[src/rtl/nbit_reg_pkg.sv]
`default_nettype none
// ============================================================================
// Module      : nbit_reg_pkg
// Description : Shared constants for the nbit_reg register slice.
//               NBIT_REG_DEFAULT_WIDTH - default datapath word size in bits.
// Revision    : 1.0 - initial release
// ============================================================================
package nbit_reg_pkg;

    localparam int NBIT_REG_DEFAULT_WIDTH = 16;

endpackage
`default_nettype wire

[src/rtl/nbit_reg_if.sv]
`default_nettype none
// ============================================================================
// Module      : nbit_reg_if
// Description : Data/enable bundle for nbit_reg.
//               in      - data to capture (N bits)
//               we      - local write enable, active-high
//               gwe     - global write enable, active-high
//               out     - registered value (N bits)
//               out_byp - write-through view (only with NBIT_REG_BYPASS_EN)
//               master  - producer/consumer side; slave - register side.
// Revision    : 1.0 - initial release
// ============================================================================
interface nbit_reg_if
    import nbit_reg_pkg::*;
#(
    parameter int N = NBIT_REG_DEFAULT_WIDTH
);

    logic [N-1:0] in;
    logic         we;
    logic         gwe;
    logic [N-1:0] out;
`ifdef NBIT_REG_BYPASS_EN
    logic [N-1:0] out_byp;
`endif

    modport master (
        output in,
        output we,
        output gwe,
        input  out
`ifdef NBIT_REG_BYPASS_EN
        ,
        input  out_byp
`endif
    );

    modport slave (
        input  in,
        input  we,
        input  gwe,
        output out
`ifdef NBIT_REG_BYPASS_EN
        ,
        output out_byp
`endif
    );

endinterface
`default_nettype wire

[src/rtl/nbit_reg_bit.sv]
`default_nettype none
// ============================================================================
// Module      : nbit_reg_bit
// Description : One-bit enable flop with asynchronous active-high reset to a
//               per-instance constant.
//               clk - clock, rising edge
//               rst - asynchronous reset, active-high; q forced to RST_VAL
//               en  - capture enable
//               d   - data in
//               q   - registered data out
// Revision    : 1.0 - initial release
// ============================================================================
module nbit_reg_bit #(
    parameter logic RST_VAL = 1'b0
) (
    input  wire logic clk,
    input  wire logic rst,
    input  wire logic en,
    input  wire logic d,
    output logic      q
);

    logic r_q;

    always_ff @(posedge clk or posedge rst) begin
        if (rst) begin
            r_q <= RST_VAL;
        end else if (en) begin
            r_q <= d;
        end
    end

    assign q = r_q;

endmodule
`default_nettype wire

[src/rtl/nbit_reg.sv]
`default_nettype none
// ============================================================================
// Module      : nbit_reg
// Description : N-bit register with local and global write enables and an
//               asynchronous reset to the constant R. Used for the PC,
//               register file entries, pipeline latches and the BRAM read
//               port time-multiplexing latch.
//               Parameters: N - width (1..64), R - reset value (N bits).
//               Ports: clk, rst (async, active-high), bus (nbit_reg_if.slave:
//               in, we, gwe -> out [, out_byp]).
//               Optional macro NBIT_REG_BYPASS_EN adds out_byp, a
//               combinational write-through view of the value being written.
// Revision    : 1.0 - initial release
// ============================================================================
module nbit_reg
    import nbit_reg_pkg::*;
#(
    parameter int           N = NBIT_REG_DEFAULT_WIDTH,
    parameter logic [N-1:0] R = '0
) (
    input  wire logic  clk,
    input  wire logic  rst,
    nbit_reg_if.slave  bus
);

    // A write requires both enables; gwe lets a stall freeze every register
    // regardless of its local enable.
    logic         w_en;
    logic [N-1:0] w_q;

    assign w_en = bus.we & bus.gwe;

    // Each bit takes its own reset constant from R, so no reset mux is shared
    // across the word.
    for (genvar i = 0; i < N; i++) begin : g_bit
        nbit_reg_bit #(
            .RST_VAL (R[i])
        ) u_bit (
            .clk (clk),
            .rst (rst),
            .en  (w_en),
            .d   (bus.in[i]),
            .q   (w_q[i])
        );
    end

    assign bus.out = w_q;

`ifdef NBIT_REG_BYPASS_EN
    // Reset dominates, so the bypass view agrees with out while rst is high.
    assign bus.out_byp = rst  ? R      :
                         w_en ? bus.in : w_q;
`endif

endmodule
`default_nettype wire

[src/flat_wrapper.sv]
// flat-port wrapper written by rule: the top's interface ports become plain ports
module nbit_reg_flat import nbit_reg_pkg::*;
#(
    parameter int           N = NBIT_REG_DEFAULT_WIDTH,
    parameter logic [N-1:0] R = '0
)
  (clk, rst, bus_in, bus_we, bus_gwe, bus_out);
  nbit_reg_if #(.N(N)) bus_i ();
  input  wire logic clk;
  input  wire logic rst;
  input wire logic [$bits(bus_i.in)-1:0] bus_in;
  input wire logic [$bits(bus_i.we)-1:0] bus_we;
  input wire logic [$bits(bus_i.gwe)-1:0] bus_gwe;
  output wire logic [$bits(bus_i.out)-1:0] bus_out;
  assign bus_i.in = bus_in;
  assign bus_i.we = bus_we;
  assign bus_i.gwe = bus_gwe;
  assign bus_out = bus_i.out;
  nbit_reg #(.N(N), .R(R)) u_core (.clk(clk), .rst(rst), .bus(bus_i));
endmodule
[config.mk]
export PLATFORM = sky130hd
export DESIGN_NAME = nbit_reg_flat
export DESIGN_NICKNAME = d
export VERILOG_FILES = /design/src/rtl/nbit_reg_pkg.sv /design/src/rtl/nbit_reg_if.sv /design/src/rtl/nbit_reg_bit.sv /design/src/rtl/nbit_reg.sv /design/src/flat_wrapper.sv
export SDC_FILE = /design/constraint.sdc
export NUM_CORES = 1
export LEC_CHECK = 0
export BUFFER_PORTS_ARGS = -buffer_cell sky130_fd_sc_hd__buf_2
export CAP_MARGIN = 20
export CORE_MARGIN = 3
export CORE_UTILIZATION = 44
export DETAILED_ROUTE_END_ITERATION = 6
export PLACE_DENSITY = 0.84
export SYNTH_ARGS = -nofsm -noshare
export SYNTH_HDL_FRONTEND = slang
export SYNTH_SLANG_ARGS = --single-unit
[constraint.sdc]
create_clock -name clk -period 1 [get_ports clk]
set_clock_uncertainty 0.05 [all_clocks]
set_input_delay 0.2 -clock clk [delete_from_list [all_inputs] [get_ports clk]]
set_output_delay 0.2 -clock clk [all_outputs]
set_load 0.03 [all_outputs]
# [Yosys cells after proc, flatten, opt, wreduce, memory -nomap -nowiden]
# Index checks and enable logic that the tools add are counted.
[word_totals] register_bits=16 in_bits=20 word_cells=17
[op_classes] bitwise=1
[ops] cell="$and A1 B1 Y1" count=1

# [Logic depth before layout (Yosys ltp)]
# Gate-level depths: netlist of run 1.
[logic_depth] ltp_word=1 depth_mapped=3 ltp_nobuf=2

# [Modules after synthesis]
# A second synthesis of run 1 with hierarchy kept.
[unflattened] cells_unflattened=49 area_unflattened_um2=706.9
[modules_own_cells] mod="nbit_reg_bit" instances=16 cells_each=3 area_each_um2=43.8
[modules_own_cells] mod="nbit_reg" instances=1 cells_each=1 area_each_um2=6.3

# [Worst setup path before layout of run 1]
# OpenSTA, ideal clock, no wires.
[synth_timing] path_type="input port to flip-flop" from="input bus_we" to="register u_core.g_bit[0].u_bit.r_q" arrival_time_ns=0.798 required_ns=0.825 setup_slack_ns=0.027 path_stages=3 n_path_buf=1 path_cell_list="nand2_2 -> buf_6 -> mux2_4"
[synth_between] elab_chain_cells=1
[synth_rtl] element="from (decl)" line="flat_wrapper.sv:12" text="input wire logic [$bits(bus_i.we)-1:0] bus_we;"
[synth_rtl] element="$and A1 B1 Y1" line="nbit_reg.sv:31" text="assign w_en = bus.we & bus.gwe;"
[synth_rtl] element="to (signal assigned)" line="nbit_reg_bit.sv:27" text="r_q <= RST_VAL;"
[synth_rtl] element="to (signal assigned)" line="nbit_reg_bit.sv:29" text="r_q <= d;"
[synth_rtl] element="to (decl)" line="nbit_reg_bit.sv:23" text="logic r_q;"
# Every way passes these cells.
# A chain may end at the register's enable or synchronous reset.

# [Worst setup path after layout of run 1]
[layout_timing] from="register u_core.g_bit[15].u_bit.r_q" to="output bus_out[15]"
[layout_lines] element="from (decl)" line="nbit_reg_bit.sv:23"
[layout_lines] element="from (signal assigned)" line="nbit_reg_bit.sv:27"
[layout_lines] element="from (signal assigned)" line="nbit_reg_bit.sv:29"
[layout_lines] element="to (decl)" line="flat_wrapper.sv:14" text="output wire logic [$bits(bus_i.out)-1:0] bus_out;"
# No word-level cell between the ends.

==> flow_metrics.env, run 1 <==
export IMPL_num_vias=459
export IMPL_start_util_pct=48.7
export IMPL_syn_num_nets=71
export IMPL_critPathMaxStageDelay_ns=0.41
export IMPL_synth_top_cell_by_area="dfrtp_1"
export IMPL_dr_pass1_iters=1
export IMPL_die_y_um=47.5
export IMPL_final_util_pct=68.3
export IMPL_pin_count=36
export IMPL_cp_top_family="flip-flops"
export IMPL_synth_area_top_cells="dfrtp_1 (53%), mux2_4 (20%), buf_4 (16%)"
export IMPL_critPathKind="reg2out"
export IMPL_synth_distinct_cells=7
export IMPL_startpoint_type="register"
export IMPL_clock_sinks=16
export IMPL_dp_hpwl_um=917
export IMPL_clockBufferDepth=2
export IMPL_ys_async_sr_fraction_pct=100
export IMPL_nNetsFinal=106
export IMPL_area_growth_syn_to_layout_pct=40.2
export IMPL_seq_area_frac_synth_pct=52.7
export IMPL_hold_viol=0
export IMPL_worst_pin_slew_ns=0.202
export IMPL_clock_latency_ns=0.28
export IMPL_die_area_mm2=0.00226
export IMPL_layout_setup_ws_ns=-0.0879
export IMPL_syn_area_per_cell_um2=14.9
export IMPL_avgViaCountPerCell=4.54
export IMPL_worstPathMaxFanout=2
export IMPL_rows=14
export IMPL_grt_pass1_wl_mm=1.90
export IMPL_wl_mm=1.38
export IMPL_drtIter0Drc=0
export IMPL_ys_seq_elements=16
export IMPL_remaining_drc_errors=0
export IMPL_clock_root_buffer="clkbuf_4"
export IMPL_placed_area_um2=858
export IMPL_antenna_found_initial=0
export IMPL_setup_viol=16
export IMPL_drt_antenna_violating_nets=0
export IMPL_fp_dieW_um=47.5
export IMPL_cts_reportedPaths_clkPinSlew_ns=0.09
export IMPL_syn_area_um2=759
export IMPL_grt_overflow_total=0
export IMPL_grt_use_total_pct=12.8
export IMPL_p_leak_nw=0.565
export IMPL_crit_buf_inv=1
export IMPL_syn_inst=51
export IMPL_antenna_cells=0
export IMPL_cts_buffers=3
export IMPL_multi_input_area_um2=224
export IMPL_cts_tree="yes"
export IMPL_stdcell_count=101
export IMPL_violations="setup timing"
export IMPL_drive_gt1_share_pct=78.8
export IMPL_placedCellCount=88
export IMPL_grt_max_degree=17
export IMPL_seqCellArea_um2=400
export IMPL_power_density_mw_per_mm2=1820
export IMPL_peakVddDrop_uv=935
export IMPL_gp_congestion=0.626
export IMPL_period_needed_ns=1.09
export IMPL_worstPathCellList="buf_6"
export IMPL_core_mm2=0.00156
export IMPL_postLayoutCellArea_mm2=0.00106
export IMPL_fmax_mhz=919
export IMPL_fin_tns_setup_ns=-1.17
export IMPL_yosys_warnings=0
export IMPL_min_path_type="in2reg"
export IMPL_drv_slew=0
export IMPL_grt_pass1_vias=445
export IMPL_endpoint_kind="output pin"
export IMPL_synth_enable_flop_cells=0
export IMPL_crit_required_ns=0.75
export IMPL_holdWs_ns=0.0945
export IMPL_synth_top_area_share_pct=52.7
export IMPL_crit_arrival_ns=0.84
export IMPL_ys_flop_type="dfrtp_1"
export IMPL_largest_reg_flops=16
export IMPL_maxCapViolCount=0
export IMPL_htree_levels=1
export IMPL_rsz0062_at_grt="true"
export IMPL_slew_headroom_pct=86.5
export IMPL_fin_crit_sh_pct=109
export IMPL_status="complete, but fails checks"
export IMPL_synth_common_cells="buf_4 (16), dfrtp_1 (16), mux2_4 (10), mux2_2 (6)"
export IMPL_nFillCells=122
export IMPL_portBuffers=35
export IMPL_wire_per_inst_um=13.6
export IMPL_slowest_stage="dfrtp_1"
-- power by group --
part           switching [mW]  internal, mW
clock                   0.197         0.221
combinational           0.318         0.389
sequential             0.0701         0.743
-- cells in the final DEF, fill, tap and decap left out --
cell / instances
inv_1: 1
buf_4: 10
mux2_2: 6
buf_12: 1
buf_2: 19
buf_6: 16
dlygate4sd3_1: 1
clkbuf_8: 1
clkbuf_4: 3
mux2_4: 10
dfrtp_1: 16
nand2_2: 1
-- stage by stage --
step	power (mW)	setup slack [ns]
after global placement	1.31	-0.0385
final	1.94	-0.0879
after detailed placement	1.32	-0.0656
after global routing	2.03	-0.129
after floorplan	1.29	0.0266
after CTS	1.92	-0.108
-- area by class of cell --
class                           instances  share of cell area, %
Sequential cell                        16                   37.6
Inverter                                1                  0.353
Tap cell                               16                   1.88
Timing Repair Buffer                   47                   35.7
Multi-Input combinational cell         17                   21.0
Clock buffer                            4                   3.41
-- routing by layer --
| layer | wire, um | share of wire [%] | global-route usage (%) | up-vias |
|---|---|---|---|---|
| met2 | 718 | 52 | 23.3 | 26 |
| met3 | 118 | 8.6 | 3.38 | 0 |
| met4 | 0 | 0 | 4.84 | 0 |
| met1 | 538 | 39 | 14.1 | 213 |
| li1 | - | - | - | 220 |
| met5 | 0 | 0 | 0 | - |
-- cells by family (layout without fill, tap and decap cells) --
kind of cell	after synthesis	in the layout	synth area share [%]
buffers and inverters	18	52	17.8
and+or+nand+nor	1	1	0.824
muxes	16	16	28.7
DFF	16	16	52.7
-- worst paths after layout --
| kind | end | startpoint | slack [ns] | depth (start not counted) |
|---|---|---|---|---|
| min reg2reg | u_core.g_bit[4].u_bit.q | u_core.g_bit[4].u_bit.q | 0.49 | 1 |
| max in group asynchronous | u_core.g_bit[9].u_bit.q | rst | 0.32 | 4 |
| max | bus_out[15] | u_core.g_bit[15].u_bit.q | -0.09 | 1 |
| min in group asynchronous | u_core.g_bit[0].u_bit.q | rst | 0.40 | 4 |
| max reg2reg | u_core.g_bit[15].u_bit.q | u_core.g_bit[15].u_bit.q | 0.04 | 2 |
| min | u_core.g_bit[14].u_bit.q | bus_in[14] | 0.09 | 2 |
-- repair_timing --
item,4_1_cts,5_1_grt
endpoints found under the hold margin,16,0
setup endpoints to repair,16,16
resized for setup,32,0
hold buffers,1,0
setup buffers,4,4
(Power assumes the default switching activity.)
==> run 2, diff against run 1 <==
--- a/config.mk
+++ b/config.mk
@@ -10,7 +10,9 @@
 export CORE_MARGIN = 3
 export CORE_UTILIZATION = 44
 export DETAILED_ROUTE_END_ITERATION = 6
+export MAX_ROUTING_LAYER = met4
 export PLACE_DENSITY = 0.84
+export REMOVE_ABC_BUFFERS = 1
 export SYNTH_ARGS = -nofsm -noshare
 export SYNTH_HDL_FRONTEND = slang
 export SYNTH_SLANG_ARGS = --single-unit
==> run 2 against run 1 <==
The run still ends with setup timing left; clock power is 24% lower; largest power group unchanged; power is 3.4% lower; wire length is 24% higher; first-iteration DRC count is 1 higher.
==> flow_metrics.env, run 2 (synthesis gave the netlist of run 1 again) <==
export IMPL_wl_mm=1.70
export IMPL_dpl_worst_slack_ns=-0.0680
export IMPL_period_needed_ns=1.10
export IMPL_crit_arrival_ns=0.85
export IMPL_grt_pass1_wl_mm=2.28
export IMPL_critPathMaxStageDelay_ns=0.42
export IMPL_die_y_um=47.5
export IMPL_drtIter0Drc=1
export IMPL_avgViaCountPerCell=4.81
export IMPL_fmax_mhz=913
export IMPL_start_util_pct=48.7
export IMPL_most_common_layout_cells="buf_2 (19), buf_6 (16), dfrtp_1 (16)"
export IMPL_drv_slew=0
export IMPL_startpoint_type="register"
export IMPL_slowest_stage="dfrtp_1"
export IMPL_clock_root_buffer="clkbuf_4"
export IMPL_cts_reportedPaths_clkPinSlew_ns=0.09
export IMPL_maxCapViolCount=0
export IMPL_wire_per_inst_um=16.8
export IMPL_final_common_cell="buf_2"
export IMPL_postLayoutCellArea_mm2=0.00106
export IMPL_drive_gt1_share_pct=78.8
export IMPL_worstPathCellList="buf_6"
export IMPL_grt_overflow_total=0
export IMPL_rows=14
export IMPL_remaining_drc_errors=0
export IMPL_fin_crit_sh_pct=110
export IMPL_antenna_found_initial=0
export IMPL_holdWs_ns=0.104
export IMPL_rsz0062_at_grt="true"
export IMPL_largest_reg_flops=16
export IMPL_cts_buffers=3
export IMPL_core_mm2=0.00156
export IMPL_clock_sinks=16
export IMPL_pin_count=36
export IMPL_worstPathMaxFanout=2
export IMPL_crit_required_ns=0.75
export IMPL_grt_pass1_vias=548
export IMPL_die_area_mm2=0.00226
export IMPL_nNetsFinal=107
export IMPL_cp_top_family="flip-flops"
export IMPL_grt_max_degree=17
export IMPL_crit_buf_inv=1
export IMPL_setup_viol=16
export IMPL_portBuffers=35
export IMPL_peakVddDrop_uv=879
export IMPL_clock_latency_ns=0.27
export IMPL_dp_hpwl_um=969
export IMPL_nFillCells=100
export IMPL_status="complete, but fails checks"
export IMPL_drt_antenna_violating_nets=0
export IMPL_worst_pin_slew_ns=0.199
export IMPL_violations="setup timing"
export IMPL_num_vias=486
export IMPL_min_path_type="in2reg"
export IMPL_endpoint_kind="output pin"
export IMPL_hold_viol=0
export IMPL_cts_tree="yes"
export IMPL_critPathKind="reg2out"
export IMPL_slew_headroom_pct=86.7
export IMPL_fp_dieW_um=47.5
export IMPL_power_density_mw_per_mm2=1770
export IMPL_clockBufferDepth=2
export IMPL_antenna_cells=0
export IMPL_grt_use_total_pct=15.0
export IMPL_area_growth_syn_to_layout_pct=39.4
export IMPL_htree_levels=1
export IMPL_dr_pass1_iters=2
export IMPL_layout_setup_ws_ns=-0.0956
export IMPL_gp_congestion=0.579
export IMPL_p_leak_nw=0.563
export IMPL_placed_area_um2=851
run 2: changes by cell type in the layout (fill, tap and decap cells not counted), sizes merged:
cell    change
clkbuf      -1
buf         +1
run 2: cell type report:
cell class              instances  area [um^2]  share of cell area, %
clock buffers                   3         22.5                   2.13
repair buffers                 48          388                   36.6
well taps                      16         20.0                   1.89
multi-input cells              17          224                   21.2
inverters                       1         3.75                  0.355
flip-flops and latches         16          400                   37.8
run 2: power by group:
group	total (mW)	internal, mW	switching (mW)
logic	0.738	0.401	0.337
registers	0.816	0.743	0.0732
clock network	0.316	0.139	0.177
total	1.87	1.28	0.588
run 2: repair_timing:
action | CTS | global route
setup buffers | 7 | 3
endpoints found under the setup margin | 16 | 16
resized for setup | 32 | 0
hold endpoints to repair | 16 | 0
pin swaps | 0 | 0
hold buffers | 1 | 0
run 2: per-stage QoR:
stage	cells	power (mW)	setup TNS, ns	util [%]
2_1_floorplan	34	1.15	-0.180	-
3_3_place_gp	87	1.31	-0.517	54.6
3_5_place_dp	87	1.32	-0.691	54.6
4_1_cts	98	1.84	-1.10	66.5
5_1_grt	101	1.94	-1.50	67.9
6_report	101	1.87	-1.05	67.9
run 2: path summary, 6_finish.rpt:
| kind | end | start | cells after the start | slack (ns) |
|---|---|---|---|---|
| max | bus_out[0] | u_core.g_bit[0].u_bit.q | 1 | -0.1 |
| min | u_core.g_bit[6].u_bit.q | bus_in[6] | 2 | 0.10 |
| max reg2reg | u_core.g_bit[0].u_bit.q | u_core.g_bit[0].u_bit.q | 2 | 0 |
| min reg2reg | u_core.g_bit[4].u_bit.q | u_core.g_bit[4].u_bit.q | 1 | 0.48 |
| max in group asynchronous | u_core.g_bit[5].u_bit.q | rst | 4 | 0.23 |
| min in group asynchronous | u_core.g_bit[15].u_bit.q | rst | 4 | 0.49 |
run 2: metal layers:
| layer | part of all wire (%) | up-vias | global-route usage [%] |
|---|---|---|---|
| met2 | 55 | 23 | 28.6 |
| met5 | 0 | - | - |
| met4 | 0.41 | 0 | 4.84 |
| li1 | - | 222 | - |
| met3 | 7.5 | 2 | 3.01 |
| met1 | 37 | 239 | 15.1 |
